--- config.mk ---
export PLATFORM = sky130hd
export DESIGN_NAME = ram_arbiter
export DESIGN_NICKNAME = d
export VERILOG_FILES = /design/src/rtl/ram_arbiter.sv
export SDC_FILE = /design/constraint.sdc
export NUM_CORES = 1
export LEC_CHECK = 0
export CAP_MARGIN = 20
export CELL_PAD_IN_SITES_DETAIL_PLACEMENT = 0
export CELL_PAD_IN_SITES_GLOBAL_PLACEMENT = 1
export CORE_ASPECT_RATIO = 1.25
export CORE_UTILIZATION = 22
export DETAILED_ROUTE_END_ITERATION = 8
export PLACE_DENSITY = 0.89
export SLEW_MARGIN = 20
export SYNTH_ARGS = -nofsm -noshare
export SYNTH_HDL_FRONTEND = slang
export SYNTH_SLANG_ARGS = --single-unit
--- constraint.sdc ---
create_clock -name i_clk -period 5.1 [get_ports i_clk]
set_input_delay 1.53 -clock i_clk [delete_from_list [all_inputs] [get_ports i_clk]]
set_output_delay 1.53 -clock i_clk [all_outputs]
set_load 0.02 [all_outputs]
--- src/rtl/ram_arbiter.sv ---
// Round-robin arbiter for two masters sharing a single-port synchronous RAM.
// After reset it can zero-fill the RAM before granting any access.
//
// state   | meaning
// --------+----------------------------------------------------------
// S_CLEAR | writing zero to every RAM address, grants held off
// S_RUN   | normal arbitration, one granted access per cycle
module ram_arbiter #(
    parameter int ADDR_WIDTH     = 8,
    parameter int DATA_WIDTH     = 8,
    parameter bit CLEAR_ON_RESET = 1'b1
) (
    input  logic                  i_clk,
    input  logic                  i_rst_n,
    input  logic                  i_req0,
    input  logic                  i_req1,
    input  logic                  i_we0,
    input  logic                  i_we1,
    input  logic [ADDR_WIDTH-1:0] i_addr0,
    input  logic [ADDR_WIDTH-1:0] i_addr1,
    input  logic [DATA_WIDTH-1:0] i_data0,
    input  logic [DATA_WIDTH-1:0] i_data1,
    output logic                  o_gnt0,
    output logic                  o_gnt1,
    output logic                  or_rvalid0,
    output logic                  or_rvalid1,
    output logic [DATA_WIDTH-1:0] o_rdata,
    output logic                  or_ready,
    output logic [ADDR_WIDTH-1:0] o_ram_addr,
    output logic [DATA_WIDTH-1:0] o_ram_data,
    output logic                  o_ram_we,
    input  logic [DATA_WIDTH-1:0] i_ram_data
);

    typedef enum logic {S_CLEAR, S_RUN} state_t;

    localparam state_t RST_STATE = CLEAR_ON_RESET ? S_CLEAR : S_RUN;

    state_t                state, state_nxt;
    logic [ADDR_WIDTH-1:0] clr_cnt, clr_cnt_nxt;
    logic                  last_gnt1;

    assign o_rdata = i_ram_data;

    always_ff @(posedge i_clk) begin
        if (!i_rst_n) begin
            state      <= RST_STATE;
            clr_cnt    <= '0;
            last_gnt1  <= 1'b1;
            or_rvalid0 <= 1'b0;
            or_rvalid1 <= 1'b0;
            or_ready   <= 1'b0;
        end else begin
            state      <= state_nxt;
            clr_cnt    <= clr_cnt_nxt;
            or_rvalid0 <= o_gnt0 & ~i_we0;
            or_rvalid1 <= o_gnt1 & ~i_we1;
            or_ready   <= (state_nxt == S_RUN);
            if (o_gnt0)
                last_gnt1 <= 1'b0;
            else if (o_gnt1)
                last_gnt1 <= 1'b1;
        end
    end

    always_comb begin
        state_nxt   = state;
        clr_cnt_nxt = clr_cnt;
        o_gnt0      = 1'b0;
        o_gnt1      = 1'b0;
        o_ram_we    = 1'b0;
        o_ram_addr  = '0;
        o_ram_data  = '0;
        case (state)
            S_CLEAR: begin
                o_ram_we    = 1'b1;
                o_ram_addr  = clr_cnt;
                clr_cnt_nxt = clr_cnt + 1'b1;
                if (&clr_cnt)
                    state_nxt = S_RUN;
            end
            S_RUN: begin
                if (i_rst_n) begin
                    // On a tie the requester not served last wins.
                    if (i_req0 && (!i_req1 || last_gnt1))
                        o_gnt0 = 1'b1;
                    else if (i_req1)
                        o_gnt1 = 1'b1;
                end
                if (o_gnt0) begin
                    o_ram_we   = i_we0;
                    o_ram_addr = i_addr0;
                    o_ram_data = i_data0;
                end else if (o_gnt1) begin
                    o_ram_we   = i_we1;
                    o_ram_addr = i_addr1;
                    o_ram_data = i_data1;
                end
            end
            default: state_nxt = RST_STATE;
        endcase
    end

endmodule

==> results of run 1 <==
[worst max-delay path, delay by kind of cell]
| family | cells | cell delay (ns) |
|---|---|---|
| AOI/OAI and AO/OA | 1 | 0.20 |
| and+or+nand+nor | 1 | 0.17 |
| buffers and inverters | 3 | 1.48 |
[power breakdown]
group	internal [W]	switching [W]
clock network	0.0000681	0.0000341
registers	0.0000959	0.00000341
logic	0.0000340	0.0000136
total	0.000198	0.0000511
[kinds of logic (layout without fill, tap and decap cells)]
group,after synthesis,after routing
and+or+nand+nor,32,32
AOI/OAI and AO/OA,26,26
buffers and inverters,17,68
DFF,12,12
xor gates and xnor gates,3,3
adders and majority gates,1,1
muxes,1,1
[cell usage in the layout (no fill, tap or decap), drive strengths merged]
cell           instances
a22o                   8
clkdlybuf4s50         59
nand4                  3
clkbuf                 4
buf                    2
o2111ai                1
and2                   3
mux2i                  1
ha                     1
dfxtp                 12
o211ai                 1
nor2                   2
a221o                  8
o2111a                 1
or3                    3
o21a                   1
nand2                  2
nand2b                 1
nand3                  3
o21ai                  3
nor3b                  1
nand3b                 1
nor2b                 11
inv                    3
a21boi                 3
xnor2                  3
nand4b                 2
[metal layers]
layer  routed length (um)  vias to the layer above  global-route usage [%]  part of all wire (%)
li1                     -                      440                       -                     -
met1                  866                      422                   11.18                    34
met2                 1250                       58                   23.00                    49
met3                  413                        5                   5.957                    16
met4                   42                        0                   4.878                   1.6
met5                    0                        -                       0                     0
[through the flow]
step | power (W) | instances | setup WS [ns] | cell area, sq um | hold WS, ns
4_1_cts | 0.0002525 | 182 | 0.1618 | 1460 | 0.5063
3_5_place_dp | 0.0001490 | 178 | 0.1651 | 1405 | 0.4936
6_report | 0.0002491 | 182 | 0.1858 | 1460 | 0.4966
3_3_place_gp | 0.0001480 | 178 | 0.2112 | 1405 | 0.4756
5_1_grt | 0.0002621 | 182 | 0.07823 | 1460 | 0.5205
2_1_floorplan | 0.0001217 | 92 | 1.221 | 845.8 | 0.4654
[registers in the layout, summed over array words and instances, names as in the netlist]
| name | flops |
|---|---|
| last_gnt1 | 1 |
| or_rvalid1 | 1 |
| clr_cnt | 8 |
| or_rvalid0 | 1 |
| state | 1 |
[how the worst max path moves through the flow]
stage | slack, ns | cells past startpoint | to | startpoint
after CTS | 0.16 | 5 | o_ram_data[7] | i_rst_n
after detailed placement | 0.17 | 5 | o_ram_data[7] | i_rst_n
after global routing | 0.08 | 5 | o_ram_addr[7] | i_rst_n
final | 0.19 | 5 | o_ram_addr[3] | i_rst_n
after global placement | 0.21 | 5 | o_ram_data[7] | i_rst_n
after floorplan | 1.22 | 5 | o_ram_addr[6] | i_req0
[cell usage after synthesis, drive strengths merged (2+ instances only)]
cell | instances | share of area, %
o21ai | 3 | 1.8
buf | 13 | 12
nand2 | 2 | 0.89
a22o | 8 | 8.3
nor2b | 11 | 8.1
nor2 | 2 | 0.89
a21boi | 3 | 2.7
nand3 | 3 | 1.8
nand4 | 3 | 3.0
dfxtp | 12 | 28
a221o | 8 | 9.5
xnor2 | 3 | 3.1
and2 | 3 | 2.2
inv | 3 | 1.3
or3 | 3 | 2.2
nand4b | 2 | 3.8
[area by class of cell]
cell class              count  area, sq um  area share [%]
flip-flops and latches     12        240.2           16.45
inverters                   3        11.26          0.7712
clock buffers               4        55.05           3.770
multi-input cells          63        486.7           33.33
repair buffers             61        618.1           42.33
well taps                  39        48.80           3.342
==> impl_metrics.yaml, run 1 <==
die:
  core_area_sq_mm: 0.003573
  io_pins: 76
  die_w_um: 57.46
  dieHeight_um: 71.33
  start_util_pct: 23.67
  rows: 24
  fp.dieArea_sq_mm: 0.004098
synth:
  muxShareOfSynthArea_pct: 1.183
  synth_nets: 139
  ys_seq_area_share_pct: 28.40
  synthArstFlopShare_pct: 0
  synthAdderAreaFrac_pct: 1.479
  ys_ff_latch: 12
  yosys_most_used_dff: "dfxtp_1"
  synth_cell_types: 31
  synth-xor-area-share_pct: 3.107
  yosys.area_share.simple_pct: 25.44
  synth_top_family_by_area: "compound AO/OA/AOI/OAI gates"
  syn-mean-instance-area_sq_um: 9.194
  synth-edff-count: 0
  syn_area_sq_um: 845.8
  syn_inst: 92
  synth.yosys.warnings: 0
  synth_compound_area_share_pct: 26.33
sta:
  hold_viol_final: 0
  finalSetupTns_ns: 0
  rsz0062_at_grt: "false"
  min_period_over_period_pct: 96.36
  relSlewSlack_pct: 57.29
  fmax_mhz: 203.5
  finalClockSkew_ns: 0.001832
  worst_pin_slew_ns: 0.6398
  finalMaxSlewViolations: 0
  finalCriticalPeriod_ns: 4.914
  finalSetupViolCount: 0
route:
  vias_per_cell: 5.082
  wl_per_cell_um: 14.13
  drtIter0Drc: 63
  antenna_left: 0
  drt_pre_antenna_iters: 7
  totalWireLength_um: 2571
  drt_drc_violations_left: 12
  vias: 925
clocking:
  cts_tree: "yes"
  cts_setup_buffers: 0
  clock_latency_ns: 0.24
  cts_resized: 0
  hold_buffers: 0
  htree_num_levels: 1
  cts_sinks: 12
  ctsRootBufferMaster: "clkbuf_8"
  cts.path.max_buffers: 2
  cts_buffers: 3
  clk_pin_slew_ns: 0.05
placed_design:
  portBuffers: 59
  place_congestion: 0.7211
  hpwl_um: 2089
outcome:
  status: "finished, violations left"
  violations: "DRC"
global_route:
  grt_max_degree: 20
  antenna_found_initial: 0
  grt_remaining_overflow: 0
  grt_pass1_wl_um: 3933
  grt_use_total_pct: 12.33
  grt_pass1_vias: 893
setup_path:
  rrSetupSlack_ns: 3.66
  end_kind: "primary output"
  max_stage_delay_ns: 0.61
  cp.required_ns: 3.57
  r2r_end: "last_gnt1$_SDFFE_PN1P_"
  start_kind: "primary input"
  r2r_start: "state$_SDFF_PN0_"
  arrival_ns: 3.38
  r2r_cells: 3
  cpMaxStageDelayCell: "clkdlybuf4s50_1"
  path_max_fanout: 17
  crit_top_cell: "clkdlybuf4s50_1"
  critical_path_class: "primary input to primary output"
  worstPathCellList: "clkdlybuf4s50_1 -> nand4_2 -> inv_2 -> a221o_1 -> clkdlybuf4s50_1"
final_layout:
  nets: 191
  fillerInstances: 359
  fin_util_pct: 40.86
  synthToLayoutAreaGrowth_pct: 72.63
  antenna_cells: 0
  drive_above_1_share_pct: 6.294
power:
  peakVddDrop_mv: 0.04867
  cellPowerDensity_mw_per_mm2: 170.6
  power.leakage_nw: 0.5689
hold_path:
  holdPathStages: 2
  hold_path.class: "flop to flop"
  holdPathEnd: "clr_cnt[7]$_SDFFE_PN0N_"
  min_from: "clr_cnt[7]$_SDFFE_PN0N_"
run:
  maxCapViolations: 0
Note: power is estimated with default switching activity, not from simulation.
==> run 2, diff against run 1 <==
--- a/config.mk
+++ b/config.mk
@@ -5,10 +5,12 @@
 export SDC_FILE = /design/constraint.sdc
 export NUM_CORES = 1
 export LEC_CHECK = 0
+export ABC_CLOCK_PERIOD_IN_PS = 5100
 export CAP_MARGIN = 20
 export CELL_PAD_IN_SITES_DETAIL_PLACEMENT = 0
 export CELL_PAD_IN_SITES_GLOBAL_PLACEMENT = 1
 export CORE_ASPECT_RATIO = 1.25
+export CORE_MARGIN = 3
 export CORE_UTILIZATION = 22
 export DETAILED_ROUTE_END_ITERATION = 8
 export PLACE_DENSITY = 0.89
==> impl_metrics.yaml, run 2 (synthesized netlist as in run 1, its figures left out) <==
clocking:
  htree_num_levels: 1
  hold_buffers: 0
  clk_pin_slew_ns: 0.05
  cts_setup_buffers: 0
  clock_latency_ns: 0.24
  cts_sinks: 12
  cts.path.max_buffers: 2
  ctsRootBufferMaster: "clkbuf_8"
  cts_resized: 0
  cts_tree: "yes"
  cts_buffers: 3
setup_path:
  start_kind: "primary input"
  endpoint: "o_ram_addr[5]"
  max_stage_delay_ns: 0.54
  r2r_cells: 3
  cp.depth: 6
  critical_path_class: "primary input to primary output"
  arrival_ns: 3.39
  worstPathCellList: "clkdlybuf4s50_1 -> inv_1 -> o2111a_1 -> buf_12 -> a221o_1 -> clkdlybuf4s50_1"
  end_kind: "primary output"
  crit_top_cell: "clkdlybuf4s50_1"
  cpMaxStageDelayCell: "clkdlybuf4s50_1"
  crit_path_start: "i_req1"
  r2r_start: "state$_SDFF_PN0_"
  cp.required_ns: 3.57
  r2r_end: "last_gnt1$_SDFFE_PN1P_"
  cp_top_family: "buffers and inverters"
  critical_path_buf_inv_count: 4
  path_max_fanout: 19
  rrSetupSlack_ns: 3.66
die:
  rows: 24
  core_area_sq_mm: 0.003603
  start_util_pct: 23.47
  fp.dieArea_sq_mm: 0.004629
  io_pins: 76
  dieHeight_um: 75.33
  die_w_um: 61.46
power:
  power.leakage_nw: 0.5689
  swShare_pct: 19.98
  peakVddDrop_mv: 0.06119
  comb_power_share_pct: 19.2
  cellPowerDensity_mw_per_mm2: 169.4
  seqPwrFrac_pct: 40.1
  p_switching_w: 0.00004941
  clkPwrFrac_pct: 40.7
  p_int_w: 0.0001979
sta:
  worst_pin_slew_ns: 0.6184
  finalSetupViolCount: 0
  fmax_mhz: 203.3
  finalClockSkew_ns: 0.004837
  relSlewSlack_pct: 58.72
  finalSetupTns_ns: 0
  finalMaxSlewViolations: 0
  rsz0062_at_grt: "false"
  hold_viol_final: 0
  min_period_over_period_pct: 96.43
  finalCriticalPeriod_ns: 4.918
global_route:
  grt_remaining_overflow: 0
  antenna_found_initial: 0
  grt_use_total_pct: 10.95
  grt_pass1_wl_um: 3836
  grt_max_degree: 20
  grt_pass1_vias: 897
final_layout:
  postLayoutCellArea_sq_mm: 0.001460
  mostFrequentLayoutCell: "clkdlybuf4s50_1"
  synthToLayoutAreaGrowth_pct: 72.63
  register_area_sq_um: 240.2
  fillerInstances: 362
  multi_input_area_sq_um: 486.7
  mostFrequentLayoutCells: "59 x clkdlybuf4s50_1, 12 x dfxtp_1, 11 x nor2b_1"
  drive_above_1_share_pct: 6.294
  largest_register_ffs: 8
  antenna_cells: 0
  top_register: "clr_cnt"
  nets: 191
route:
  totalWireLength_um: 2736
  drt_pre_antenna_iters: 2
  drt_drc_violations_left: 0
  antenna_left: 0
  vias_per_cell: 5.016
  drtIter0Drc: 40
  wl_per_cell_um: 15.03
  vias: 913
outcome:
  status: "finished clean"
hold_path:
  hold_path.class: "flop to flop"
placed_design:
  place_area_sq_mm: 0.001405
  portBuffers: 59
  hpwl_um: 2313
  place_congestion: 0.8306
run:
  maxCapViolations: 0
## run 2: cell counts in the layout (fill, tap and decap cells not counted)
Identical to the previous run, type by type.
## run 2: final cells by class
type                       count  area share [%]
clock buffer                   4           3.770
timing repair buffer          61           42.33
multi-input combinational     63           33.33
inverter                       3          0.7712
sequential                    12           16.45
tap                           39           3.342
## run 2: worst min-delay path, cell delays in order (launching register included)
cell,delay [ns]
dfxtp_1,0.32
o21ai_0,0.08
a21boi_1,0.06
## run 2: worst min path at each step
stage          slack [ns]                 endpoint  cells past startpoint               startpoint
3_3_place_gp         0.48  clr_cnt[7]$_SDFFE_PN0N_                      2  clr_cnt[7]$_SDFFE_PN0N_
4_1_cts              0.51  clr_cnt[6]$_SDFFE_PN0N_                      2  clr_cnt[6]$_SDFFE_PN0N_
6_report             0.50  clr_cnt[6]$_SDFFE_PN0N_                      2  clr_cnt[6]$_SDFFE_PN0N_
3_5_place_dp         0.50  clr_cnt[6]$_SDFFE_PN0N_                      2  clr_cnt[6]$_SDFFE_PN0N_
5_1_grt              0.57  clr_cnt[6]$_SDFFE_PN0N_                      2  clr_cnt[6]$_SDFFE_PN0N_
2_1_floorplan        0.47  clr_cnt[7]$_SDFFE_PN0N_                      2  clr_cnt[7]$_SDFFE_PN0N_
## run 2: metrics by stage
step           setup slack (ns)  hold WS [ns]  power [W]  instances  utilization [%]
2_1_floorplan             1.221        0.4654  0.0001217         92                -
3_3_place_gp             0.1886        0.4849  0.0001480        178            38.99
3_5_place_dp             0.1734        0.5033  0.0001492        178            38.99
4_1_cts                  0.1638        0.5120  0.0002512        182            40.52
5_1_grt                 0.05997        0.5716  0.0002594        182            40.52
6_report                 0.1822        0.5038  0.0002473        182            40.52
## run 2: routing by layer
metal	global-route usage [%]	part of all wire (%)	vias up
li1	-	-	439
met1	9.641	34	411
met2	21.65	49	59
met3	3.729	16	4
met4	4.717	1.2	0
met5	0	0	-
## run 2: power groups by stage
stage | clock network, W | logic [W] | registers, W
final | 0.000101 | 0.0000476 | 0.0000992
after global routing | 0.000109 | 0.0000509 | 0.0000994
after CTS | 0.000104 | 0.0000481 | 0.0000992
after detailed placement | 0 | 0.0000480 | 0.000101
after global placement | 0 | 0.0000470 | 0.000101
after floorplan | 0 | 0.0000212 | 0.000101
